**src/rtl/ahb_dual_master_arb.sv**
```systemverilog
// rtl/ahb_dual_master_arb.sv - two-master AHB-Lite round-robin arbiter with a one-entry address hold per master
module ahb_dual_master_arb #(
  parameter int AW = 32
) (
  input  logic          HCLK,
  input  logic          HRESET,
  input  logic [AW-1:0] HADDR_M0,
  input  logic [1:0]    HTRANS_M0,
  input  logic          HWRITE_M0,
  input  logic [2:0]    HSIZE_M0,
  input  logic [31:0]   HWDATA_M0,
  output logic          HREADY_M0,
  output logic          HRESP_M0,
  output logic [31:0]   HRDATA_M0,
  input  logic [AW-1:0] HADDR_M1,
  input  logic [1:0]    HTRANS_M1,
  input  logic          HWRITE_M1,
  input  logic [2:0]    HSIZE_M1,
  input  logic [31:0]   HWDATA_M1,
  output logic          HREADY_M1,
  output logic          HRESP_M1,
  output logic [31:0]   HRDATA_M1,
  output logic          HSEL_S,
  output logic [AW-1:0] HADDR_S,
  output logic [1:0]    HTRANS_S,
  output logic          HWRITE_S,
  output logic [2:0]    HSIZE_S,
  output logic [31:0]   HWDATA_S,
  output logic          HREADY_S,
  input  logic          HREADYOUT_S,
  input  logic          HRESP_S,
  input  logic [31:0]   HRDATA_S
);

  localparam logic [1:0] TRANS_IDLE   = 2'b00;
  localparam logic [1:0] TRANS_NONSEQ = 2'b10;
  localparam logic [1:0] TRANS_SEQ    = 2'b11;

  typedef struct packed {
    logic [AW-1:0] addr;
    logic [1:0]    trans;
    logic          write;
    logic [2:0]    size;
  } addr_phase_t;

  addr_phase_t   bus0, bus1, hold0, hold1, src;
  logic          pend0, pend1;
  logic          dp_valid, dp_own, rr;
  logic          live0, live1, req0, req1;
  logic          arb_en, gnt0, gnt1, gnt_any;
  logic          src_live, seq_cont;
  logic [AW-1:0] last_addr;
  logic          last_write;
  logic [2:0]    last_size;

  assign bus0 = {HADDR_M0, HTRANS_M0, HWRITE_M0, HSIZE_M0};
  assign bus1 = {HADDR_M1, HTRANS_M1, HWRITE_M1, HSIZE_M1};

  assign HREADY_M0 = pend0 ? 1'b0 : ((dp_valid && !dp_own) ? HREADYOUT_S : 1'b1);
  assign HREADY_M1 = pend1 ? 1'b0 : ((dp_valid &&  dp_own) ? HREADYOUT_S : 1'b1);

  assign HRESP_M0  = dp_valid && !dp_own && HRESP_S;
  assign HRESP_M1  = dp_valid &&  dp_own && HRESP_S;
  assign HRDATA_M0 = HRDATA_S;
  assign HRDATA_M1 = HRDATA_S;

  assign live0 = HTRANS_M0[1] & HREADY_M0;
  assign live1 = HTRANS_M1[1] & HREADY_M1;
  assign req0  = pend0 | live0;
  assign req1  = pend1 | live1;

  // rr is the last-granted master; on a tie the other one wins
  assign arb_en  = HREADYOUT_S & ~HRESET;
  assign gnt0    = arb_en & req0 & (~req1 |  rr);
  assign gnt1    = arb_en & req1 & (~req0 | ~rr);
  assign gnt_any = gnt0 | gnt1;

  always_comb begin
    src      = bus0;
    src_live = 1'b1;
    if (gnt1) begin
      src      = pend1 ? hold1 : bus1;
      src_live = ~pend1;
    end else begin
      src      = pend0 ? hold0 : bus0;
      src_live = ~pend0;
    end
  end

  // a replayed transfer always restarts the burst, so only live SEQ beats keep SEQ
  assign seq_cont = src_live && (src.trans == TRANS_SEQ) && (dp_own == gnt1);

  assign HSEL_S   = gnt_any;
  assign HTRANS_S = !gnt_any ? TRANS_IDLE : (seq_cont ? TRANS_SEQ : TRANS_NONSEQ);
  assign HADDR_S  = gnt_any ? src.addr  : last_addr;
  assign HWRITE_S = gnt_any ? src.write : last_write;
  assign HSIZE_S  = gnt_any ? src.size  : last_size;
  assign HWDATA_S = dp_own ? HWDATA_M1 : HWDATA_M0;
  assign HREADY_S = HREADYOUT_S;

  always_ff @(posedge HCLK) begin
    if (HRESET) begin
      pend0      <= 1'b0;
      pend1      <= 1'b0;
      dp_valid   <= 1'b0;
      dp_own     <= 1'b0;
      rr         <= 1'b1;
      last_addr  <= '0;
      last_write <= 1'b0;
      last_size  <= 3'b000;
    end else begin
      if (gnt0)       pend0 <= 1'b0;
      else if (live0) pend0 <= 1'b1;
      if (gnt1)       pend1 <= 1'b0;
      else if (live1) pend1 <= 1'b1;
      if (HREADYOUT_S) begin
        dp_valid <= gnt_any;
        if (gnt_any) begin
          dp_own <= gnt1;
          rr     <= gnt1;
        end
      end
      if (gnt_any) begin
        last_addr  <= src.addr;
        last_write <= src.write;
        last_size  <= src.size;
      end
    end
  end

  always_ff @(posedge HCLK) begin
    if (live0 && !gnt0) hold0 <= bus0;
    if (live1 && !gnt1) hold1 <= bus1;
  end

endmodule

```
**config.mk**
```make
export PLATFORM = sky130hd
export DESIGN_NAME = ahb_dual_master_arb
export DESIGN_NICKNAME = d
export VERILOG_FILES = /design/src/rtl/ahb_dual_master_arb.sv
export SDC_FILE = /design/constraint.sdc
export NUM_CORES = 1
export LEC_CHECK = 0
export CAP_MARGIN = 5
export CELL_PAD_IN_SITES_DETAIL_PLACEMENT = 0
export CELL_PAD_IN_SITES_GLOBAL_PLACEMENT = 2
export CORE_MARGIN = 4
export CORE_UTILIZATION = 24
export CTS_CLUSTER_SIZE = 24
export DETAILED_ROUTE_END_ITERATION = 10
export PLACE_DENSITY = 0.9
export SYNTH_ARGS = -nofsm -noshare
export SYNTH_HDL_FRONTEND = slang
export SYNTH_SLANG_ARGS = --single-unit
```
**constraint.sdc**
```tcl
create_clock -name HCLK -period 2.7 [get_ports HCLK]
set_input_delay 0.405 -clock HCLK [delete_from_list [all_inputs] [get_ports HCLK]]
set_output_delay 0.405 -clock HCLK [all_outputs]
set_load 0.02 [all_outputs]
```
Word level (Yosys, flattened, before mapping)
Index checks and enable logic that the tools add are counted.
- bits in registers: 117
- input bits: 176
- output and inout port bits: 140
- word-level logic and storage cells: 64
- equal/unequal tests: 2
- mux-type cells: 14
- bitwise operators: 18
- reductions and logical operators: 14
- operators by type and width (cell ; number):
    $mux 38 ; 3
    $mux 32 ; 2
    $logic_and 1x1->1 ; 8
    $and 1x1->1 ; 7
    $mux 1 ; 7
    $not 1->1 ; 6
    $or 1x1->1 ; 5
    $reduce_or 2->1 ; 2
    $logic_not 1->1 ; 3
    $mux 3 ; 1
    $eq 2x2->1 const B ; 1
    $mux 2 ; 1
    $reduce_and 2->1 ; 1
    $eq 1x1->1 ; 1

Depth between registers and ports, before layout
Gate-level depths: netlist of run 1.
- word-level depth: 15
- mapped depth: 7
- mapped depth without buffers: 4

Worst setup path after synthesis of run 1
OpenSTA, ideal clock, no wires.
- path kind: flip-flop to flip-flop
- from: register pend1
- to: register hold1[0] (netlist name) (enable)
- library setup time: 0.397 ns
- arrival: 2.154 ns
- required time: 2.303 ns
- setup slack: 0.149 ns
- cell stages (with the launch flop): 6
- path buffers: 3
- period minus slack after synthesis: 2.551 ns
- cells stage by stage: dfxtp_1 -> buf_2 -> buf_2 -> buf_4 -> nor2b_1 -> and3_1
- cells in the longest elaborated chain, start to end: 7
- ends and longest elaborated chain (item ; RTL line ; text):
    start, declared ; 47 ; logic pend0, pend1;
    start signal, assigned ; 104 ; pend1 <= 1'b0;
    start signal, assigned ; 114 ; if (gnt1) pend1 <= 1'b0;
    start signal, assigned ; 115 ; else if (live1) pend1 <= 1'b1;
    $mux 1 * ; 60 ; assign HREADY_M1 = pend1 ? 1'b0 : ((dp_valid && dp_own) ? HREADYOUT_S : 1'b1);
    via HREADY_M1 ; 20 ; output logic HREADY_M1,
    $and 1x1->1 * ; 68 ; assign live1 = HTRANS_M1[1] & HREADY_M1;
    $or 1x1->1 ; 70 ; assign req1 = pend1 | live1;
    $and 1x1->1 (2 in series) ; 75 ; assign gnt1 = arb_en & req1 & (~req0 | ~rr);
    $logic_not 1->1 ; 133 ; if (live1 && !gnt1) hold1 <= bus1;
    $logic_and 1x1->1 * ; 133 ;
    end signal, assigned ; 133 ;
    end, declared ; 46 ; addr_phase_t bus0, bus1, hold0, hold1, src;
The timed path passes the listed nets; every way through them passes the cells marked *.
A chain may end at the register's enable or synchronous reset.

Worst setup path in the final report of run 1
- from: input port HREADYOUT_S
- to: output port HTRANS_S[1]
- cells in the longest elaborated chain, start to end: 9
- elaborated cells between the ends (all ways): 19
- those cells by class: mux: 5; bitwise: 14
- ends and longest elaborated chain (item ; RTL line ; text):
    start, declared ; 30 ; input logic HREADYOUT_S,
    $mux 1 (on tied branches) (2 in series) ; 60, 59 ;
    $and 1x1->1 (on tied branches) ; 68, 67 ;
    $or 1x1->1 (on tied branches) ; 70, 69 ;
    $not 1->1 (on tied branches) ; 74, 75 ;
    $or 1x1->1 (on tied branches) ; 74, 75 ;
    $and 1x1->1 (on tied branches) ; 74, 75 ;
    $or 1x1->1 * ; 76 ; assign gnt_any = gnt0 | gnt1;
    $mux 2 * ; 94 ; assign HTRANS_S = !gnt_any ? TRANS_IDLE : (seq_cont ? TRANS_SEQ : TRANS_NONSEQ);
    end, declared ; 25 ; output logic [1:0] HTRANS_S,
Every way passes the cells marked *; elsewhere a longest branch is shown, timed or not.

==> run summary, run 1 <==
The flow ran to the end, and the final reports show no timing, DRC or antenna violations. The post-detailed-route wirelength per cell is ~19 microns. The H-tree depth came out at 4. The number of routed nets with antenna violations came out at 0.

The delay of the slowest cell on the worst path is 620 ps. For this run, the number of Yosys warnings is 0. The post-synthesis share of cell area spent on xor and xnor gates is 0. The number of iterations in the first detailed-routing pass is 4. The total clock buffers created by CTS came out at 17. The power density over the cells is approximately 600 nW/um^2. The share of final-layout standard cells stronger than drive strength 1 is 0.2455.

The peak ir drop on the vdd network is about 0.32 mV. The initial cell density of the core came out at 0.2428. Traced cell by cell, the critical path runs through dlygate4sd2_1 -> and2b_2 -> o21a_2 -> buf_4 -> nor2_1 -> inv_1 -> clkdlybuf4s50_1. The number of DRC markers after the initial detailed-route iteration came out at between 300 and 400.

In this run the critical register-to-register path is captured at hold0[12]. The area share of fa/ha/maj cells after synthesis came out at 0. The mux share of post-synthesis cell area came out at 0.1754. The setup skew after layout came out at about 12 ps.

The horizontal die dimension is between 150 and 200 microns. The largest fanout of any net on the critical path came out at 7. Clock latency on the worst-skew pair, taken at its later pin, is roughly 410 ps. Broken down by cell family, the worst path's largest delay share belongs to buffers and inverters.

The via count of the first global-routing pass came to approximately 5400. The number of nets handed over by synthesis was approximately 760. The tightest min-delay check is of the in -> reg type. The startpoint identified for the worst register-to-register timing path is dp_own. The final route contains roughly 5200 vias. The number of synthesized register bits is between 100 and 150. The final setup TNS is 0 ps. The critical path's slowest cell is clkdlybuf4s50_1.

The worst reg2reg path depth is 6. Averaged over all synthesized cells, the footprint is around 11 sq um. The clock root buffer is clkbuf_16.

The final weighted congestion in routability-driven placement came out at slightly above 0.7. The final number of hold-violating endpoints came to 0. Of the total synthesized cell area, the portion taken by AND, OR, NAND and NOR gates is 0.04442.

The data arrival time of the worst path is roughly 2200 ps. Counting instances, the worst hold path has a depth of 4. The half-perimeter wire length of the detailed placement result came out at between 15000 and 20000 microns. The cell row count is 60. The startpoint of the most critical hold path is HTRANS_M0[1]. The setup slack of the most critical reg-to-reg path came out at 760 ps. The setup path with the least slack is of type in -> out. Headroom to the max-slew limit came out at 0.6303.

The chip height came out at 172.7 microns. Derived from the worst setup path, the maximum achievable clock frequency is between 0.3 and 0.4 GHz. The clock period could shrink to 2640 ps. The post-route DRC violation count is 0. STA classifies the critical path endpoint as a primary output. The core utilization of the finished layout is 0.3578. Input and output buffers added on the ports amount to between 200 and 250. The analysis attributes to cell leakage a power of 0.003802 uW. The worst path setup slack after routing is roughly 60 ps. The number of max-slew violations in the final report came out at 0. The path with the worst hold slack has its endpoint at pend0.

The post-route cell area is about 9600 sq um. The worst setup path is launched from a primary input. The total number of nets in the final design came out at 945. Counting every instance in the synthesized netlist gives 585. For this design, the CTS-stage hold fixing added 0 buffers. The number of max-cap violations is 0. The relative area change from synthesis to final layout came out at 47.38%. The compound-gate portion of the synthesized area was 0.2033. The post-synthesis cell area is between 6000 and 7000 sq um. The number of antenna diodes in the final layout is 0. Setup repair after global routing left no endpoint under its margin.

The setup-violating endpoint count in the final report came out at 0. The routed via count divided by cell count came out at ~4.6. Clock-pin slew was measured on the worst setup and hold paths at approximately 50 ps. The first global-routing pass estimated roughly 33000 microns of wire. The post-placement setup slack is -301.4 ps. The number of antenna violations at the first check in global routing was 1.

The instance area at placement came out at between 9000 and 10000 sq um. The maximum clock insertion buffer count is 2. The fraction of the cycle the final worst path needs came out at 0.9776.

The floorplan core area is about 27000 sq um. In this run the count of I/O pins placed on the die edge is approximately 320. By area, the combinational part of the netlist is dominated by compound AO/OA/AOI/OAI gates. The proportion of synthesized chip area in sequential cells is 0.4585. The slew of the pin with the lowest slew margin came out at between 500 and 600 ps. The buffers plus inverters on the worst setup path is 4. The die covers ~30000 sq um.

The global-route total usage across every layer is 0.1401. The sum of overflow across all layers after global routing came out at 0. The TritonCTS clock tree is done. The clock sink total came out at 113.

For the worst setup path, the data required time is roughly 2300 ps. The post-synthesis cell type count is 36. The final wirelength came out at around 22000 microns. Entering global routing, the biggest net connects 42 pins.
[worst register-to-register path, stage by stage, from the launching register on]
cell      delay, ps
dfxtp_2         390
buf_6           330
nand3b_1        160
a21oi_1         220
o21ai_0         120
and3_2          270
buf_12          180
[worst max-delay path by stage]
stage,start,cells after the start,endpoint
detailed placement,HREADYOUT_S,7,HADDR_S[5]
finish,HREADYOUT_S,7,HTRANS_S[1]
floorplan,pend1,5,hold1[0]
global placement,HREADYOUT_S,6,HTRANS_S[0]
CTS,HREADYOUT_S,7,HTRANS_S[1]
global route,dp_own,6,HADDR_S[3]
[registers in the layout, indices dropped and copies added (netlist names)]
signal      count
hold0          36
hold1          36
last_addr      32
last_size       3
dp_own          1
dp_valid        1
last_write      1
pend0           1
pend1           1
rr              1
[cell type report]
class	count	area, sq um
Fill cell	2693	17210
Sequential cell	113	2989
Timing Repair Buffer	280	2798
Multi-Input combinational cell	356	2781
Clock buffer	19	452.9
Tap cell	341	426.7
Clock inverter	13	137.6
Inverter	1	3.754
[cells by family (layout without fill, tap and decap cells)]
group           count (synthesis)  after routing
flops                         113            113
simple gates                   60             60
compound gates                191            191
buf+inv                       116            313
mux                           105            105
[report_power, final]
group	switching [uW]	leakage, uW	total [uW]	internal, uW
combinational	739	0.00251	1450	713
sequential	42.1	0.00102	2030	1990
clock	853	0.000275	2260	1400
total	1630	0.00380	5740	4100
[Yosys cell counts (all sizes together)]
cell    number  share of area
nand2b       1        0.00096
edfxtp      72           0.33
dfxtp       41           0.13
nor4b        1         0.0037
inv          1        0.00058
o211ai      72          0.095
mux2        69           0.12
nor3b        1         0.0012
buf         99           0.11
or2          3         0.0029
and2         1        0.00096
a211oi       1         0.0012
and3         3         0.0029
clkbuf      16         0.0092
a21oi       40          0.031
a221o        1         0.0015
mux2i       36          0.055
nor2b        2         0.0019
o22ai        1         0.0019
and2b        1         0.0012
o21ai       39          0.031
nand3b       1         0.0012
a21o        36          0.042
nand4b       1         0.0013
nor2         3         0.0017
o21a         1         0.0012
nand2       40          0.023
nand3        2         0.0015
[metrics by stage]
stage	total power [uW]	hold slack (ps)	std cells
finish	5738	549.3	1123
global route	5996	550.2	1123
CTS	5824	546.2	1122
detailed placement	3590	598.3	1090
global placement	3575	570.3	1090
floorplan	2955	494.7	585
[metal layers]
metal,track usage,wire (microns)
met1,0.1821,9835
met2,0.2347,10560
met3,0.03454,948
met4,0.03625,159
met5,0,7
[cell usage in the layout (no fill, tap or decap), types with 2 or more instances in the layout]
cell type | netlist | layout
clkdlybuf4s50_1 | 0 | 178
edfxtp_1 | 72 | 72
mux2_2 | 68 | 68
o211ai_1 | 57 | 57
buf_4 | 68 | 43
a21oi_1 | 40 | 40
nand2_1 | 40 | 39
dlygate4sd2_1 | 0 | 39
dfxtp_1 | 41 | 38
o21ai_0 | 37 | 37
mux2i_1 | 36 | 36
a21o_1 | 36 | 36
clkbuf_16 | 0 | 17
o211ai_2 | 15 | 15
buf_12 | 0 | 15
clkinvlp_4 | 0 | 5
nor2_1 | 3 | 3
clkinv_4 | 0 | 3
buf_6 | 5 | 3
o21ai_4 | 0 | 2
or2_2 | 2 | 2
nand3_1 | 2 | 2
nor2b_1 | 2 | 2
and3_2 | 0 | 2
bufinv_16 | 0 | 2
clkinv_2 | 0 | 2
clkbuf_8 | 0 | 2
dfxtp_2 | 0 | 2
[what timing repair did]
item | 4_1_cts | 5_1_grt
setup buffers | 0 | 1
pin swaps | 0 | 1
endpoints found under the setup margin | 51 | 22
gates resized for setup | 42 | 4
No activity file was read; power rests on OpenSTA's default activity.
==> run 2, diff against run 1 <==
--- a/config.mk
+++ b/config.mk
@@ -8,11 +8,12 @@
 export CAP_MARGIN = 5
 export CELL_PAD_IN_SITES_DETAIL_PLACEMENT = 0
 export CELL_PAD_IN_SITES_GLOBAL_PLACEMENT = 2
-export CORE_MARGIN = 4
-export CORE_UTILIZATION = 24
+export CORE_MARGIN = 2
+export CORE_UTILIZATION = 25
+export CTS_BUF_LIST = sky130_fd_sc_hd__clkbuf_8
 export CTS_CLUSTER_SIZE = 24
 export DETAILED_ROUTE_END_ITERATION = 10
-export PLACE_DENSITY = 0.9
+export PLACE_DENSITY = 0.93
 export SYNTH_ARGS = -nofsm -noshare
 export SYNTH_HDL_FRONTEND = slang
 export SYNTH_SLANG_ARGS = --single-unit
==> constraint.sdc (replaced) <==
create_clock -name HCLK -period 2.7 [get_ports HCLK]
set_input_delay 0.27 -clock HCLK [delete_from_list [all_inputs] [get_ports HCLK]]
set_output_delay 0.27 -clock HCLK [all_outputs]
set_load 0.02 [all_outputs]
==> run 2 against run 1 <==
Clock-buffer cell count shrank 2. Die area is 8.3% lower. Fmax rose by 3.5%. Global-route usage increased by 1.5 points. Non-clock buffer count fell by 28. Sequential power is essentially flat. Combinational power is 3% lower. Via count decreased by 1.5%. Hold slack lost 250 ps.
==> run summary, run 2 (synthesized netlist as in run 1, its figures left out) <==
The total number of nets in the final design came out at 917 (-3.0%). The run finished with clean final reports. The final weighted congestion in routability-driven placement came out at 0.7060 (-2.6%). The number of routed nets with antenna violations came out at 0 (unchanged). The post-route cell area was 9191 sq um (-4.1%).

The power density over the cells is 556.8 nW/um^2 (-7.0%). The largest registers in the layout are hold0: 36 flops, hold1: 36 flops, last_addr: 32 flops. The number of antenna violations at the first check in global routing came out at 0 (-1). The peak ir drop on the vdd network is 0.2738 mV (-15%).

The via total after detailed routing was 5131 (-1.5%). The worst path setup slack after routing is 149.2 ps (+88.80 ps). The via count of the first global-routing pass came to 5207 (-3.5%). The total power is 5117 uW (-11%). The H-tree depth is 4 (unchanged). The most critical setup path has its startpoint at dp_own. The horizontal die dimension is 165.3 microns (-4.2%).

Walking the worst path, the cells encountered are buf_6 -> mux2_2 -> clkdlybuf4s50_1. The floorplan core area was 25840 sq um (-3.6%). The number of max-cap violations is 0 (unchanged). The classification of the worst setup path is reg -> out. The setup slack of the most critical reg-to-reg path came out at 620 ps (-140 ps).

The achievable clock frequency came to 0.3920 GHz (+3.5%). The global-route wire length before repair came out at 31310 microns (-4.3%). The clock-pin slew of the registers on the worst-case setup and hold paths came out at 80 ps (+30 ps). The worst setup path is launched from a flip-flop. The initial cell density of the core is 0.2518 (+0.009052). The chip height was 165.3 microns (-4.2%).

The total placed cells including tap cells came out at 1056 (-3.1%). The final number of hold-violating endpoints is 0 (unchanged). The slowest stage of the critical path belongs to the cell clkdlybuf4s50_1. The number of buffer cells added on primary ports came to 219 (unchanged).

The global-route total usage across every layer is 0.1546 (+0.01453). The final wirelength came out at 21600 microns (+0.40%). The delay of the slowest cell on the worst path is 620 ps (about the same). The slew of the pin with the lowest slew margin is 578.6 ps (+24.07 ps). The sum of overflow across all layers after global routing came out at 0 (unchanged). The worst-case headroom to the max-slew limit came out at 0.6143 (-0.01605). The post-detailed-route wirelength per cell came out at 19.85 microns (+3.6%). The half-perimeter wire length of the detailed placement result came to 14560 microns (-6.1%). The maximum clock insertion buffer count is 2 (unchanged). The number of iterations in the first detailed-routing pass is 4 (unchanged).

The fraction of the cycle the final worst path needs is 0.9447 (-0.03289). Leaving out fill and tap cells, the most frequent cells in the layout are clkdlybuf4s50_1, edfxtp_1, mux2_2, o211ai_1, a21oi_1. The total clock buffers created by CTS is 17 (unchanged). STA classifies the critical path endpoint as a primary output.

The setup-violating endpoint count in the final report is 0 (unchanged). The most common cell after layout, fill and taps aside is clkdlybuf4s50_1. The post-route DRC violation count is 0 (unchanged). The worst reg2reg path depth is 6 (unchanged). The hold buffer count at cts came to 0 (unchanged).

The critical path required time was 2430 ps (+130 ps). The routed via count divided by cell count came out at 4.716 (+1.7%). The total die area is 27330 sq um (-8.3%). The instance area at placement is 8792 sq um (-2.5%). The data arrival time of the worst path came out at 2280 ps (+50 ps). The number of max-slew violations in the final report is 0 (unchanged).

The cell leakage power came out at 0.003612 uW (-5.0%). The endpoint of the lowest-slack register-to-register path is hold0[18]. The share of final-layout standard cells stronger than drive strength 1 is 0.2178 (-0.02773). TritonCTS built the clock tree. The setup skew after layout came to 13.18 ps (+1.198 ps). The final period demand of the worst path is 2551 ps (-88.80 ps). The I/O pin count is 316 (unchanged). The final non-filler cell total came out at 1088 (-3.1%).

The largest fanout of any net on the critical path is 36 (+29). Setup repair after global routing left no endpoint under its margin. The antenna cell count came out at 0 (unchanged).

The post-placement setup slack came to -17.42 ps (+284.0 ps). The number of DRC markers after the initial detailed-route iteration came out at 247 (-36%). The clock sink total is 113 (unchanged). The root buffer cell chosen for the clock tree is clkbuf_8. The tightest min-delay check is of the in -> reg type.

The startpoint identified for the worst register-to-register timing path is dp_own. The cell row count is 59 (-1.7%). The core utilization of the finished layout is 0.3557 (-0.002058). The maximum number of pins on one net before global-route repair came to 42 (unchanged). The number of cells on the worst hold path is 3 (-1). The startpoint identified for the worst hold timing path is HTRANS_M0[1]. The relative area change from synthesis to final layout came out at 41.27%. For hold timing, the worst endpoint is pend0.

The clock insertion delay at the later pin of the skew report came out at 440 ps (+30 ps).
==> run 2: cell types whose count changed in the layout (fill, tap and decap cells not counted), moves of 2 or more <==
cell,change
clkbuf_8,+15
dlygate4sd2_1,-2
clkbuf_16,-17
buf_8,+2
dlymetal6s2s_1,+2
buf_4,-28
==> run 2: stage by stage <==
| stage | TNS (ps) | hold slack [ps] |
|---|---|---|
| 2_1_floorplan | 0 | 368.9 |
| 3_3_place_gp | -46.20 | 540.2 |
| 3_5_place_dp | -25.85 | 540.2 |
| 4_1_cts | 0 | 367.0 |
| 5_1_grt | 0 | 317.1 |
| 6_report | 0 | 298.4 |
==> run 2: report_power, final <==
part	total, uW	internal, uW	leakage [uW]	switching [uW]
clock	1680	902	0.000185	777
sequential	2040	1980	0.00102	52.9
combinational	1400	679	0.00240	723
total	5120	3560	0.00361	1550
==> run 2: timing repair <==
item / 4_1_cts / 5_1_grt
resized for setup: 43 / 4
setup buffers: 1 / 0
setup endpoints to repair: 39 / 5
==> run 2: critical path: cells and delay by family, from the launching register on <==
| kind | cells | cell delay (ps) |
|---|---|---|
| buffers and inverters | 2 | 970 |
| flip-flops | 1 | 470 |
| multiplexers | 1 | 380 |
==> run 2: layout make-up <==
type                            count  area [sq um]
Clock buffer                       17         234.0
Clock inverter                     14         167.7
Fill cell                        2617         16650
Inverter                            1         3.754
Multi-Input combinational cell    356          2781
Sequential cell                   113          2992
Tap cell                          335         419.2
Timing Repair Buffer              252          2594
==> run 2: worst max path at each step <==
| stage | end | slack (ps) | cells past startpoint |
|---|---|---|---|
| 5_1_grt | HADDR_S[24] | 20 | 7 |
| 2_1_floorplan | hold1[0] | 150 | 5 |
| 3_3_place_gp | HTRANS_S[0] | -20 | 6 |
| 4_1_cts | HSEL_S | 10 | 5 |
| 3_5_place_dp | HTRANS_S[0] | -20 | 6 |
| 6_report | HWDATA_S[28] | 150 | 3 |
==> run 2: metal layers <==
layer,GRT usage,vias to the layer above,part of all wire
met5,0,-,0
li1,-,2439,-
met3,0.03322,15,0.050
met1,0.2067,2524,0.46
met4,0.04350,0,0.0087
met2,0.2521,153,0.48
==> run 3, diff against run 2 <==
--- a/config.mk
+++ b/config.mk
@@ -14,6 +14,7 @@
 export CTS_CLUSTER_SIZE = 24
 export DETAILED_ROUTE_END_ITERATION = 10
 export PLACE_DENSITY = 0.93
+export SKIP_CTS_REPAIR_TIMING = 1
 export SYNTH_ARGS = -nofsm -noshare
 export SYNTH_HDL_FRONTEND = slang
 export SYNTH_SLANG_ARGS = --single-unit
==> run 3 against run 2 <==
Fmax is 0.11% higher. Via count hardly changed. Core utilization is 0.60 points higher. Largest power group unchanged. Highest routed layer unchanged.
==> run summary, run 3 (synthesized netlist as in run 1, its figures left out) <==
The flow ran to the end, and the final reports show no timing, DRC or antenna violations. The total number of nets in the final design is 917 (unchanged). The sum of overflow across all layers after global routing is 0 (unchanged).

The total die area came out at 27330 sq um (unchanged). The worst setup path is of the reg -> out kind. The critical path startpoint category is a flip-flop. The worst setup path is captured at a primary output. The internal power came out at 3610 uW (+1.3%). The library cell used most frequently in the layout, excluding fill and tap cells, is clkdlybuf4s50_1. The cell row count is 59 (unchanged). The half-perimeter wire length of the detailed placement result is 14560 microns (unchanged).

TritonCTS built the clock tree. The I/O pin count came to 316 (unchanged). The chip height was 165.3 microns (unchanged).

The worst-case headroom to the max-slew limit came out at 0.6064 (-0.007838). The filler cell count in the final layout was 2586 (-1.2%). The relative area change from synthesis to final layout is 43.65%. The final number of hold-violating endpoints was 0 (unchanged). The register area came to 2992 sq um (unchanged). The final wirelength came to 21620 microns (about the same). The achievable clock frequency is 0.3925 GHz (+0.11%). The largest fanout of any net on the critical path is 36 (unchanged). The routed length on met1 is 10180 microns (+2.3%). The number of DRC markers after the initial detailed-route iteration came out at 252 (+2.0%). The initial cell density of the core is 0.2518 (unchanged). The setup-violating endpoint count in the final report was 0 (unchanged).

The worst reg2reg path depth is 6 (unchanged). The antenna cell count was 0 (unchanged). The number of routed nets with antenna violations is 0 (unchanged). The maximum clock insertion buffer count came to 2 (unchanged).

The number of cells on the worst hold path is 3 (unchanged). The horizontal die dimension is 165.3 microns (unchanged). The global-route total usage across every layer came out at 0.1517 (-0.002920). The footprint of the multi-input gates is 2781 sq um (unchanged). The peak ir drop on the vdd network came to 0.2723 mV (-0.57%). The maximum number of pins on one net before global-route repair came out at 42 (unchanged). The number of iterations in the first detailed-routing pass is 5 (+1). The critical path required time came out at 2430 ps (about the same). The number of max-cap violations is 0 (unchanged). The post-route DRC violation count was 0 (unchanged).

The routed via count divided by cell count is 4.721 (about the same). The power density over the cells came out at 552.0 nW/um^2 (-0.85%). The worst min-delay path category is in -> reg.

The setup skew after layout is 15.22 ps (+2.039 ps). The data arrival time of the worst path came out at 2280 ps (about the same). The floorplan core area came out at 25840 sq um (unchanged). The total placed cells including tap cells is 1056 (unchanged).

The largest registers in the layout are hold0: 36 flops, hold1: 36 flops, last_addr: 32 flops. The highest layer touched by signal routing is met4. Setup repair after global routing left no endpoint under its margin. The final weighted congestion in routability-driven placement is 0.7060 (unchanged).

The part of the power in the clock network is 0.325 (-0.003). The worst hold-check slack came out at 305.6 ps (+7.215 ps). The worst path setup slack after routing came out at 152.1 ps (+2.818 ps). The H-tree depth was 4 (unchanged). The cell sitting at the root of the clock tree is a clkbuf_8. Leaving out fill and tap cells, the most frequent cells in the layout are clkdlybuf4s50_1, edfxtp_1, mux2_2, o211ai_1. The share of final-layout standard cells stronger than drive strength 1 was 0.2178 (unchanged).

The total clock buffers created by CTS came to 17 (unchanged). The clock-pin slew of the registers on the worst-case setup and hold paths came to 80 ps (about the same). The via total after detailed routing came out at 5136 (+0.097%). The slew of the pin with the lowest slew margin came to 590.4 ps (+11.76 ps).

The switching portion of total power came to 0.3003 (-0.003043). The post-placement setup slack came to -17.42 ps (unchanged). The number of max-slew violations in the final report came to 0 (unchanged). The combinational group share of total power came out at 0.281 (+0.007). The cell leakage power came out at 0.004006 uW (+11%). The fraction of the cycle the final worst path needs is 0.9437 (-0.001044).

The number of antenna violations at the first check in global routing came to 0 (unchanged). The clock sink total came out at 113 (unchanged). The number of buffer cells added on primary ports is 219 (unchanged). The length of routed met2 wiring is 10220 microns (-1.6%). The clock insertion delay at the later pin of the skew report was 440 ps (about the same).

The final period demand of the worst path came out at 2548 ps (-2.818 ps). The register share of total power came out at 0.395 (-0.003). The global-route wire length before repair came to 30900 microns (-1.3%). The total power was 5160 uW (+0.83%). The switching power summed over all nets is 1549 uW (-0.18%). The wire length on met3 came out at 1017 microns (-5.1%). The via count of the first global-routing pass came out at 5202 (-0.096%).

The post-detailed-route wirelength per cell came out at 19.87 microns (about the same). The final non-filler cell total was 1088 (unchanged).
run 3: cell count changes in the layout (fill, tap and decap cells not counted), sizes merged:
cell	change
dlymetal6s2s	+37
dlygate4sd2	-37
run 3: critical path, stage by stage, from the launching register on:
cell and delay [ps]:
dfxtp_1 470, buf_6 350, mux2_2 380, clkdlybuf4s50_1 620
run 3: layer usage:
metal / vias to the layer above / global-route usage
met3: 16 / 0.03372
met1: 2539 / 0.2051
met4: 0 / 0.04193
met5: - / 0
met2: 139 / 0.2439
li1: 2442 / -
run 3: metrics by stage:
| stage | setup TNS [ps] | cell area (sq um) | util |
|---|---|---|---|
| finish | 0 | 9346 | 0.3617 |
| global route | 0 | 9346 | 0.3617 |
| CTS | -5164 | 9194 | 0.3558 |
| detailed placement | -25.85 | 8792 | 0.3403 |
| global placement | -46.20 | 8792 | 0.3403 |
| floorplan | 0 | 6506 | - |
run 3: final timing paths:
| path | start | to | slack, ps |
|---|---|---|---|
| min reg2reg | dp_valid | dp_valid | 570 |
| max reg2reg | dp_own | hold0[9] | 620 |
| max | dp_own | HWDATA_S[28] | 150 |
| min | HTRANS_M0[1] | pend0 | 310 |
run 3: area by class of cell:
class / count / area share
Sequential cell: 113 / 0.3201
Multi-Input combinational cell: 356 / 0.2976
Inverter: 1 / 0.0004016
Timing Repair Buffer: 252 / 0.2941
Tap cell: 335 / 0.04485
Clock buffer: 17 / 0.02503
Clock inverter: 14 / 0.01794
run 3: power by group through the flow:
stage	sequential [uW]	clock, uW	combinational, uW
final	2040	1670	1450
after CTS	2040	1740	1460
after global routing	2050	1800	1560
after global placement	2070	0	1440
after floorplan	2050	0	906
after detailed placement	2080	0	1450
